**src/rtl/ysyx_22050019_axi_pkg.sv**
```systemverilog
// Shared definitions for the instruction-SRAM AXI4-lite read responder:
// response codes, responder state encoding, default memory map and a
// lane-select helper for 32-bit fetches out of 64-bit SRAM words.
package ysyx_22050019_axi_pkg;

    localparam logic [1:0] RESP_OKAY   = 2'b00;
    localparam logic [1:0] RESP_SLVERR = 2'b10;
    localparam logic [1:0] RESP_DECERR = 2'b11;

    typedef enum logic [1:0] {
        IDLE  = 2'd0,
        WAIT  = 2'd1,
        FETCH = 2'd2,
        RESP  = 2'd3
    } state_e;

    localparam logic [63:0] DEF_BASE_ADDR = 64'h0000_0000_8000_0000;
    localparam int          DEF_DEPTH     = 4096;

    // Seed loaded into the wait-state randomiser on reset.
    localparam logic [7:0]  LFSR_SEED     = 8'hA5;

    // Place the addressed 32-bit instruction in the low half of the beat.
    // The upper word is replicated so both halves carry it.
    function automatic logic [63:0] fetch_lane(input logic hi_sel, input logic [63:0] word);
        logic [63:0] lane;
        if (hi_sel) begin
            lane = {word[63:32], word[63:32]};
        end else begin
            lane = word;
        end
        return lane;
    endfunction

endpackage

```
**src/rtl/ysyx_22050019_lfsr8.sv**
```systemverilog
// 8-bit Fibonacci LFSR (taps 8,6,5,4) that free-runs every cycle.
// It exposes the two low bits that are used as a 0..3 cycle random
// wait-state extension in the instruction SRAM responder.
module ysyx_22050019_lfsr8
    import ysyx_22050019_axi_pkg::*;
(
    input  logic       clk,
    input  logic       rst,
    output logic [1:0] rnd_o
);

    logic [7:0] lfsr_q;
    logic [7:0] lfsr_d;
    logic       fb_s;

    // Feedback from taps 8,6,5,4 (bits 7,5,4,3), shifted in at the bottom.
    always_comb begin
        fb_s   = lfsr_q[7] ^ lfsr_q[5] ^ lfsr_q[4] ^ lfsr_q[3];
        lfsr_d = {lfsr_q[6:0], fb_s};
    end

    // LFSR state register, reseeded on reset.
    always_ff @(posedge clk or posedge rst) begin
        if (rst) begin
            lfsr_q <= LFSR_SEED;
        end else begin
            lfsr_q <= lfsr_d;
        end
    end

    assign rnd_o = lfsr_q[1:0];

endmodule

```
**src/rtl/ysyx_22050019_isram_slv.sv**
```systemverilog
// AXI4-lite read-only responder (AR/R) in front of the instruction SRAM.
// One fetch is outstanding at a time. Misaligned fetches get SLVERR,
// fetches outside the SRAM window get DECERR without touching the SRAM,
// and in-range fetches wait WAIT_CYCLES before a one-cycle SRAM read.
// Build option: define ISRAM_RAND_DELAY_EN to add 0..3 random wait
// cycles per fetch from an 8-bit LFSR, which stresses IFU stall handling.
// Note that rst_n is active-high despite its name.
module ysyx_22050019_isram_slv
    import ysyx_22050019_axi_pkg::*;
#(
    parameter logic [63:0] BASE_ADDR   = DEF_BASE_ADDR,
    parameter int          DEPTH       = DEF_DEPTH,
    parameter int          AW          = 12,
    parameter int          WAIT_CYCLES = 0
) (
    input  logic          clk,
    input  logic          rst_n,
    input  logic          s_axi_arvalid,
    output logic          s_axi_arready,
    input  logic [63:0]   s_axi_araddr,
    output logic          s_axi_rvalid,
    input  logic          s_axi_rready,
    output logic [63:0]   s_axi_rdata,
    output logic [1:0]    s_axi_rresp,
    output logic          mem_en,
    output logic [AW-1:0] mem_addr,
    input  logic [63:0]   mem_rdata
);

    // Exclusive upper bound of the SRAM window.
    localparam logic [63:0] END_ADDR = BASE_ADDR + (64'(DEPTH) << 3);
    // Wide enough for WAIT_CYCLES (<=15) plus up to 3 random cycles.
    localparam int          CW       = 5;

    state_e         state_q;
    state_e         state_d;
    logic [63:0]    addr_q;
    logic [63:0]    addr_d;
    logic [CW-1:0]  cnt_q;
    logic [CW-1:0]  cnt_d;
    logic           arready_q;
    logic           arready_d;
    logic           rvalid_q;
    logic           rvalid_d;
    logic [63:0]    rdata_q;
    logic [63:0]    rdata_d;
    logic [1:0]     rresp_q;
    logic [1:0]     rresp_d;
    logic [CW-1:0]  wait_load_s;
    logic           in_range_s;

`ifdef ISRAM_RAND_DELAY_EN
    logic [1:0]     rnd_s;

    ysyx_22050019_lfsr8 u_lfsr8 (
        .clk   (clk),
        .rst   (rst_n),
        .rnd_o (rnd_s)
    );

    assign wait_load_s = CW'(WAIT_CYCLES) + {3'b000, rnd_s};
`else
    assign wait_load_s = CW'(WAIT_CYCLES);
`endif

    // Unsigned window check on the incoming fetch address.
    assign in_range_s = (s_axi_araddr >= BASE_ADDR) && (s_axi_araddr < END_ADDR);

    // SRAM strobe is only raised on the last wait cycle; the word index
    // comes from the latched address relative to the window base.
    assign mem_en   = (state_q == WAIT) && (cnt_q == {CW{1'b0}});
    assign mem_addr = AW'((addr_q - BASE_ADDR) >> 3);

    assign s_axi_arready = arready_q;
    assign s_axi_rvalid  = rvalid_q;
    assign s_axi_rdata   = rdata_q;
    assign s_axi_rresp   = rresp_q;

    // Next-state and registered-output decode for the fetch sequencer.
    always_comb begin
        state_d   = state_q;
        addr_d    = addr_q;
        cnt_d     = cnt_q;
        arready_d = arready_q;
        rvalid_d  = rvalid_q;
        rdata_d   = rdata_q;
        rresp_d   = rresp_q;
        case (state_q)
            IDLE: begin
                if (s_axi_arvalid && arready_q) begin
                    addr_d    = s_axi_araddr;
                    cnt_d     = wait_load_s;
                    arready_d = 1'b0;
                    if (s_axi_araddr[1:0] != 2'b00) begin
                        rresp_d = RESP_SLVERR;
                        rdata_d = 64'd0;
                        state_d = RESP;
                    end else if (!in_range_s) begin
                        rresp_d = RESP_DECERR;
                        rdata_d = 64'd0;
                        state_d = RESP;
                    end else begin
                        state_d = WAIT;
                    end
                end else begin
                    state_d = IDLE;
                end
            end
            WAIT: begin
                if (cnt_q != {CW{1'b0}}) begin
                    cnt_d = cnt_q - 5'd1;
                end else begin
                    state_d = FETCH;
                end
            end
            FETCH: begin
                rdata_d  = fetch_lane(addr_q[2], mem_rdata);
                rresp_d  = RESP_OKAY;
                rvalid_d = 1'b1;
                state_d  = RESP;
            end
            RESP: begin
                // Error responses arrive here with rvalid still low and
                // raise it one cycle after the address handshake.
                if (!rvalid_q) begin
                    rvalid_d = 1'b1;
                end else if (s_axi_rready) begin
                    rvalid_d  = 1'b0;
                    arready_d = 1'b1;
                    state_d   = IDLE;
                end else begin
                    rvalid_d = 1'b1;
                end
            end
            default: begin
                state_d   = IDLE;
                arready_d = 1'b1;
                rvalid_d  = 1'b0;
            end
        endcase
    end

    // Sequencer state and registered AXI outputs; reset aborts any fetch.
    always_ff @(posedge clk or posedge rst_n) begin
        if (rst_n) begin
            state_q   <= IDLE;
            addr_q    <= BASE_ADDR;
            cnt_q     <= {CW{1'b0}};
            arready_q <= 1'b1;
            rvalid_q  <= 1'b0;
            rdata_q   <= 64'd0;
            rresp_q   <= RESP_OKAY;
        end else begin
            state_q   <= state_d;
            addr_q    <= addr_d;
            cnt_q     <= cnt_d;
            arready_q <= arready_d;
            rvalid_q  <= rvalid_d;
            rdata_q   <= rdata_d;
            rresp_q   <= rresp_d;
        end
    end

endmodule

```
**config.mk**
```make
export PLATFORM = sky130hd
export DESIGN_NAME = ysyx_22050019_isram_slv
export DESIGN_NICKNAME = d
export VERILOG_FILES = /design/src/rtl/ysyx_22050019_axi_pkg.sv /design/src/rtl/ysyx_22050019_lfsr8.sv /design/src/rtl/ysyx_22050019_isram_slv.sv
export SDC_FILE = /design/constraint.sdc
export NUM_CORES = 1
export LEC_CHECK = 0
export BUFFER_PORTS_ARGS = -buffer_cell sky130_fd_sc_hd__buf_2
export CAP_MARGIN = 20
export CORE_MARGIN = 2
export CORE_UTILIZATION = 41
export DETAILED_ROUTE_END_ITERATION = 16
export PLACE_DENSITY_LB_ADDON = 0.15
export REMOVE_ABC_BUFFERS = 1
export SYNTH_ARGS = -nofsm -noshare
export SYNTH_HDL_FRONTEND = slang
export SYNTH_SLANG_ARGS = --single-unit
```
**constraint.sdc**
```tcl
create_clock -name clk -period 2.9 [get_ports clk]
set_clock_uncertainty 0.05 [all_clocks]
set_input_delay 0.58 -clock clk [delete_from_list [all_inputs] [get_ports clk]]
set_output_delay 0.58 -clock clk [all_outputs]
set_load 0.01 [all_outputs]
```
==> summary.txt, run 1 <==
Floorplanning
  – Die ar.: 0.0105 mm²
  – Starting density of the core: 42.6%
  – Die width: 102 µm
  – # IOs: 213
  – Die Y: 102 µm
  – Core Footprint: 0.00933 mm²
  – Placement Rows: 35

Synth
  – Ys flop type: dfrtp_1
  – Synth warn: 0
  – Synth async-reset ratio: 100%
  – Mapped Area: 0.00398 mm²
  – Number of flops mapped to enable cells by yosys: 0
  – Cell taking the most area after synthesis: dfrtp_1
  – Seq/Total Area, Yosys: 55.4%
  – #FFs+latches synth: 88
  – Avg Cell Area, Syn: 12.6 µm²
  – Post-synthesis cell type count: 35
  – Synth top area cells: dfrtp_1, mux2i_1, a22o_1
  – Post-synth top area share: 54.8%
  – Post-Syn Instances: 315

Setup path
  – Crit Reg-Reg Endpoint: s_axi_rdata[54]
  – Worst setup path end: mem_en
  – R2R cell count: 7
  – Critical path fanouts, max: 5
  – Worst EP arrival: 1.97 ns
  – Req. time, crit path: 2.27 ns
  – Startpoint Class: register
  – Crit. Startpoint: cnt_q[0]
  – Flop2flop setup slack: 0.79 ns
  – Reg2reg start: state_q[1]
  – Setup CP Type: register to output pin
  – Crit path capture type: output pin

Global route
  – First-pass GRT wire length: 16.2 mm
  – Largest net degree at the start of global routing: 89
  – Initial antenna violation count: 0
  – Grt ovf: 0
  – Tot GR Track Use: 20.0%
  – Vias in the first global route: 3297

STA
  – Peak Freq: 385 MHz
  – Period utilisation layout: 89.5%
  – Hold_ws: 0.253 ns
  – TNS Setup: 0 ns
  – Worst rel slew slack: 35.1%
  – Post-layout minimum cycle time: 2.60 ns
  – Final Hold Viols: 0
  – # setup viols final: 0
  – Worst-Margin Slew: 0.974 ns
  – Max Slew Vio Count: 0
  – RSZ-0062 raised after global routing: false

Drt
  – Antenna Violating Nets Remaining: 0
  – DRC: 0
  – Initial detailed-routing violation count: 162
  – Routed vias/inst: 5.09
  – Wirelength per Cell: 16.1 µm
  – First-pass iteration count of the detailed router: 4
  – Post-Route WL: 10.3 mm
  – Via count: 3275

Clocking
  – TritonCTS clock tree: done
  – Postcts setup bufs: 0
  – Root Driver: clkbuf_8
  – Clock sink count: 88
  – Clk_lat worst skew: 0.34 ns
  – Clock tree buffer depth: 2
  – Cts hold-fix bufs: 0
  – CTS clk-pin slew, worst paths: 0.08 ns
  – Inserted Clock Buffers: 9
  – H-tree Lvls: 3
  – Resize count post-CTS: 0

Cells and area
  – Layout Cells excl Fill: 644
  – Final core utilization: 56.6%
  – Highest-count cells in the layout ignoring fill and taps: buf_2, dfrtp_1, a22o_1, mux2i_1, o2bb2ai_1
  – Number of diodes: 0
  – Final Instance Area: 0.00528 mm²
  – Commonest non-fill, non-tap cell in the layout: buf_2
  – Net count, final: 650
  – P&R area growth vs syn: 32.8%
  – Share of cells above drive strength 1: 48.7%

Worst hold path
  – Worst hold path type: input pin to async pin

Flow run
  – Max-Cap Viols: 0

Placement
  – Final Wtd Congestion: 0.818
  – Dpl cells: 630
  – Post-place instance area: 0.00507 mm²
  – Post-DP HPWL: 7.44 mm
  – Count of input and output buffers: 212

Status
  – Outcome: finished clean

Pwr
  – Pleak: 0.00271 µW
  – Pwr Density: 839 mW/mm²
  – Peak supply drop: 0.390 mV
## state kept, by name (all words and copies together), names as in the netlist
| register | flops |
|---|---|
| s_axi_rvalid | 1 |
| s_axi_rresp | 2 |
| cnt_q | 5 |
| state_q | 2 |
| s_axi_arready | 1 |
| s_axi_rdata | 64 |
| addr_q | 13 |
## power by group
group / internal, µW / switching, µW / total (µW)
registers: 1720 / 322 / 2040
clock network: 478 / 430 / 908
logic: 798 / 681 / 1480
## cells in the mapped netlist, types with 2 or more instances
| master | count |
|---|---|
| dfrtp_1 | 87 |
| a22o_1 | 34 |
| mux2i_1 | 34 |
| o2bb2ai_1 | 32 |
| buf_4 | 18 |
| mux2_2 | 13 |
| nor2_1 | 12 |
| nand2_1 | 10 |
| nor4_1 | 10 |
| inv_1 | 8 |
| clkbuf_1 | 7 |
| buf_2 | 6 |
| ha_1 | 6 |
| o21ai_0 | 5 |
| a21oi_1 | 4 |
| and4_1 | 3 |
| nand3_1 | 3 |
| or4_1 | 3 |
| a31oi_1 | 2 |
| nor3_1 | 2 |
| xor2_1 | 2 |
## cell families after synthesis
family	after synthesis	synth area share, %
DFF	88	55.4
buffers and inverters	39	5.57
and+or+nand+nor	47	6.23
xor gates and xnor gates	2	0.441
muxes	47	12.2
AOI/OAI and AO/OA	86	18.2
adders and majority gates	6	1.89
## stage by stage
step                worst slack (ns)  total power (µW)
floorplan                   -0.00690              2840
finish                         0.304              4430
CTS                            0.314              4480
global route                  0.0644              4730
global placement               0.463              3530
detailed placement             0.418              3570
## critical path: stages (launching register included)
cell	delay, ns
dfrtp_1	0.43
inv_1	0.11
ha_1	0.18
nor4b_1	0.48
nand2_1	0.22
inv_1	0.09
buf_2	0.13
## layout make-up
class,count,area [µm²]
fillers,846,4050
multi-input cells,188,1550
repair buffers,217,1120
clock buffers,9,124
clock inverters,5,81.3
inverters,8,31.3
well taps,129,161
flip-flops and latches,88,2200
## routing by layer
layer  track usage (%)  vias to the layer above  wire (µm)
met4              6.87                        0        108
met2              32.6                       96       5260
li1                  -                     1571          -
met5                 0                        -          0
met1              26.1                     1598       4410
met3              4.99                       10        570
## worst min path at each step
| stage | from | end | slack [ns] | depth (start not counted) |
|---|---|---|---|---|
| floorplan | cnt_q[1] | cnt_q[1] | 0.45 | 2 |
| global placement | s_axi_rdata[31] | s_axi_rdata[31] | 0.42 | 1 |
| detailed placement | s_axi_rdata[7] | s_axi_rdata[7] | 0.42 | 1 |
| CTS | rst_n | addr_q[8] | 0.29 | 3 |
| global route | rst_n | s_axi_rdata[52] | 0.30 | 3 |
| finish | rst_n | s_axi_rdata[40] | 0.25 | 3 |
Power figures use the tool's default switching activity.
==> run 2: changes to the inputs <==
Settings changed: REMOVE_ABC_BUFFERS 1 to not set.
==> run 2 against run 1 <==
  * Maximum frequency grew 3.0%
  * Combinational power about the same
  * Sequential power about the same
  * Utilization shrank 0.13 points
  * Critical path depth is the same
  * Final area is 0.24% lower
  * Highest routed layer unchanged
==> summary.txt, run 2 (same netlist as run 1, synthesis figures left out) <==
Clocking
  – H-tree Lvls: 3 (unchanged)
  – Root Driver: clkbuf_8
  – Clock tree buffer depth: 2 (unchanged)
  – TritonCTS clock tree: done
  – Clk_lat worst skew: 0.35 ns (about the same)
  – Resize count post-CTS: 0 (unchanged)
  – Cts hold-fix bufs: 0 (unchanged)
  – CTS clk-pin slew, worst paths: 0.10 ns (+0.02 ns)
  – Clock sink count: 88 (unchanged)
  – Postcts setup bufs: 0 (unchanged)
  – Inserted Clock Buffers: 9 (unchanged)

Setup path
  – R2R cell count: 7 (unchanged)
  – Startpoint Class: register
  – Critical path fanouts, max: 5 (unchanged)
  – Flop2flop setup slack: 0.60 ns (-0.19 ns)
  – Worst EP arrival: 1.89 ns (-0.08 ns)
  – Setup CP Type: register to output pin
  – Crit Reg-Reg Endpoint: s_axi_rdata[34]
  – Crit path capture type: output pin
  – Reg2reg start: state_q[0]
  – Worst path max stage delay: 0.45 ns (-0.03 ns)
  – Cell mode on critical path: inv_1
  – Req. time, crit path: 2.27 ns (about the same)
  – Worst-path cell with the longest stage delay: nor4b_1
  – CP cell instances: inv_1, ha_1, nor4b_1, nand2_1, inv_1, buf_2

Drt
  – Post-Route WL: 10.6 mm (+2.2%)
  – First-pass iteration count of the detailed router: 4 (unchanged)
  – Antenna Violating Nets Remaining: 0 (unchanged)
  – Routed vias/inst: 5.13 (+0.87%)
  – Wirelength per Cell: 16.3 µm (+1.7%)
  – Initial detailed-routing violation count: 89 (-45%)
  – Via count: 3319 (+1.3%)
  – DRC: 0 (unchanged)

Pwr
  – Final Total Pwr: 4350 µW (-1.8%)
  – Sw frac: 34.2% (+1.9 points)
  – Sequential Power Share: 47.4% (+1.3 points)
  – Clk pwr share: 18.3% (-2.2 points)
  – Internal: 2860 µW (-4.5%)
  – Pleak: 0.00269 µW (-0.53%)
  – Gate power share: 34.3% (+0.9 points)
  – Pwr Density: 826 mW/mm² (-1.6%)
  – Peak supply drop: 0.430 mV (+10%)
  – Psw: 1490 µW (+3.9%)

Synth
  – Net Count, Synth: 453

Global route
  – First-pass GRT wire length: 16.1 mm (-0.85%)
  – Vias in the first global route: 3323 (+0.79%)
  – Initial antenna violation count: 0 (unchanged)
  – Largest net degree at the start of global routing: 65 (-27%)
  – Tot GR Track Use: 19.9% (-0.098 points)
  – Grt ovf: 0 (unchanged)

Cells and area
  – Net count, final: 651 (+0.15%)
  – Max reg flops: 64 (unchanged)
  – Share of cells above drive strength 1: 48.8% (+0.10 points)
  – Commonest non-fill, non-tap cell in the layout: buf_2
  – P&R area growth vs syn: 32.5%
  – Highest-count cells in the layout ignoring fill and taps: buf_2, dfrtp_1, a22o_1, mux2i_1, o2bb2ai_1
  – Number of diodes: 0 (unchanged)

Status
  – Outcome: finished clean

STA
  – # setup viols final: 0 (unchanged)
  – Max Slew Vio Count: 0 (unchanged)
  – Peak Freq: 397 MHz (+3.0%)
  – Period utilisation layout: 86.9% (-2.6 points)
  – Final Hold Viols: 0 (unchanged)
  – Post-layout minimum cycle time: 2.52 ns (-0.0746 ns)
  – Hold_ws: 0.225 ns (-0.0283 ns)
  – RSZ-0062 raised after global routing: false
  – Worst rel slew slack: 34.4% (-0.72 points)
  – Worst-Margin Slew: 0.985 ns (+0.0108 ns)
  – TNS Setup: 0 ns (unchanged)

Floorplanning
  – Placement Rows: 35 (unchanged)
  – Die Y: 102 µm (unchanged)
  – Die width: 102 µm (unchanged)
  – Starting density of the core: 42.6% (unchanged)
  – # IOs: 213 (unchanged)
  – Core Footprint: 0.00933 mm² (unchanged)
  – Die ar.: 0.0105 mm² (unchanged)

Placement
  – Post-DP HPWL: 7.75 mm (+4.2%)
  – Final Wtd Congestion: 0.805 (-1.6%)
  – Count of input and output buffers: 212 (unchanged)

Flow run
  – Max-Cap Viols: 0 (unchanged)

Worst hold path
  – Worst hold path type: input pin to async pin
run 2: cell types whose count changed in the layout (fill, tap and decap cells not counted), sizes merged:
cell,before,now
bufinv,2,0
clkbuf,9,11
clkinvlp,1,3
buf,217,218
run 2: worst max path at each step:
stage	startpoint	endpoint	slack [ns]	cells past startpoint
final	cnt_q[0]	mem_en	0.38	6
after global routing	cnt_q[0]	mem_en	0.18	6
after CTS	cnt_q[0]	mem_en	0.37	6
after detailed placement	s_axi_araddr[0]	s_axi_rdata[48]	0.38	7
after global placement	s_axi_araddr[48]	s_axi_rdata[62]	0.45	7
after floorplan	s_axi_araddr[48]	s_axi_rdata[40]	0.69	6
run 2: critical path, delay by kind of cell (launching register included):
family        cells  cell delay [ns]
buf+inv           3             0.29
simple gates      2             0.67
flops             1             0.43
fa+ha+maj         1             0.16
run 2: metal layers:
metal | share of wire, % | track usage, % | routed length (µm)
met5 | 0 | 0 | 0
met4 | 1.1 | 6.15 | 118
met3 | 5.4 | 3.49 | 570
met2 | 51 | 34.9 | 5440
met1 | 42 | 25.0 | 4450
run 2: final cells by class:
type	instances	area, µm²
clock buffers	11	141
clock inverters	5	41.3
fillers	870	4060
inverters	8	33.8
multi-input cells	188	1550
flip-flops and latches	88	2200
well taps	129	161
repair buffers	218	1130
run 2: power groups by stage:
stage	combinational [µW]	sequential, µW	clock (µW)
2_1_floorplan	658	2220	0
3_3_place_gp	1480	2070	0
3_5_place_dp	1530	2060	0
4_1_cts	1520	2060	815
5_1_grt	1630	2130	868
6_report	1490	2060	795
run 2: through the flow:
stage | instances | utilization [%] | worst slack (ns) | cell area (µm²)
after floorplan | 315 | - | 0.694 | 3980
after global routing | 647 | 56.5 | 0.183 | 5270
final | 647 | 56.5 | 0.379 | 5270
after global placement | 631 | 54.5 | 0.445 | 5080
after detailed placement | 631 | 54.5 | 0.376 | 5080
after CTS | 647 | 56.5 | 0.368 | 5270
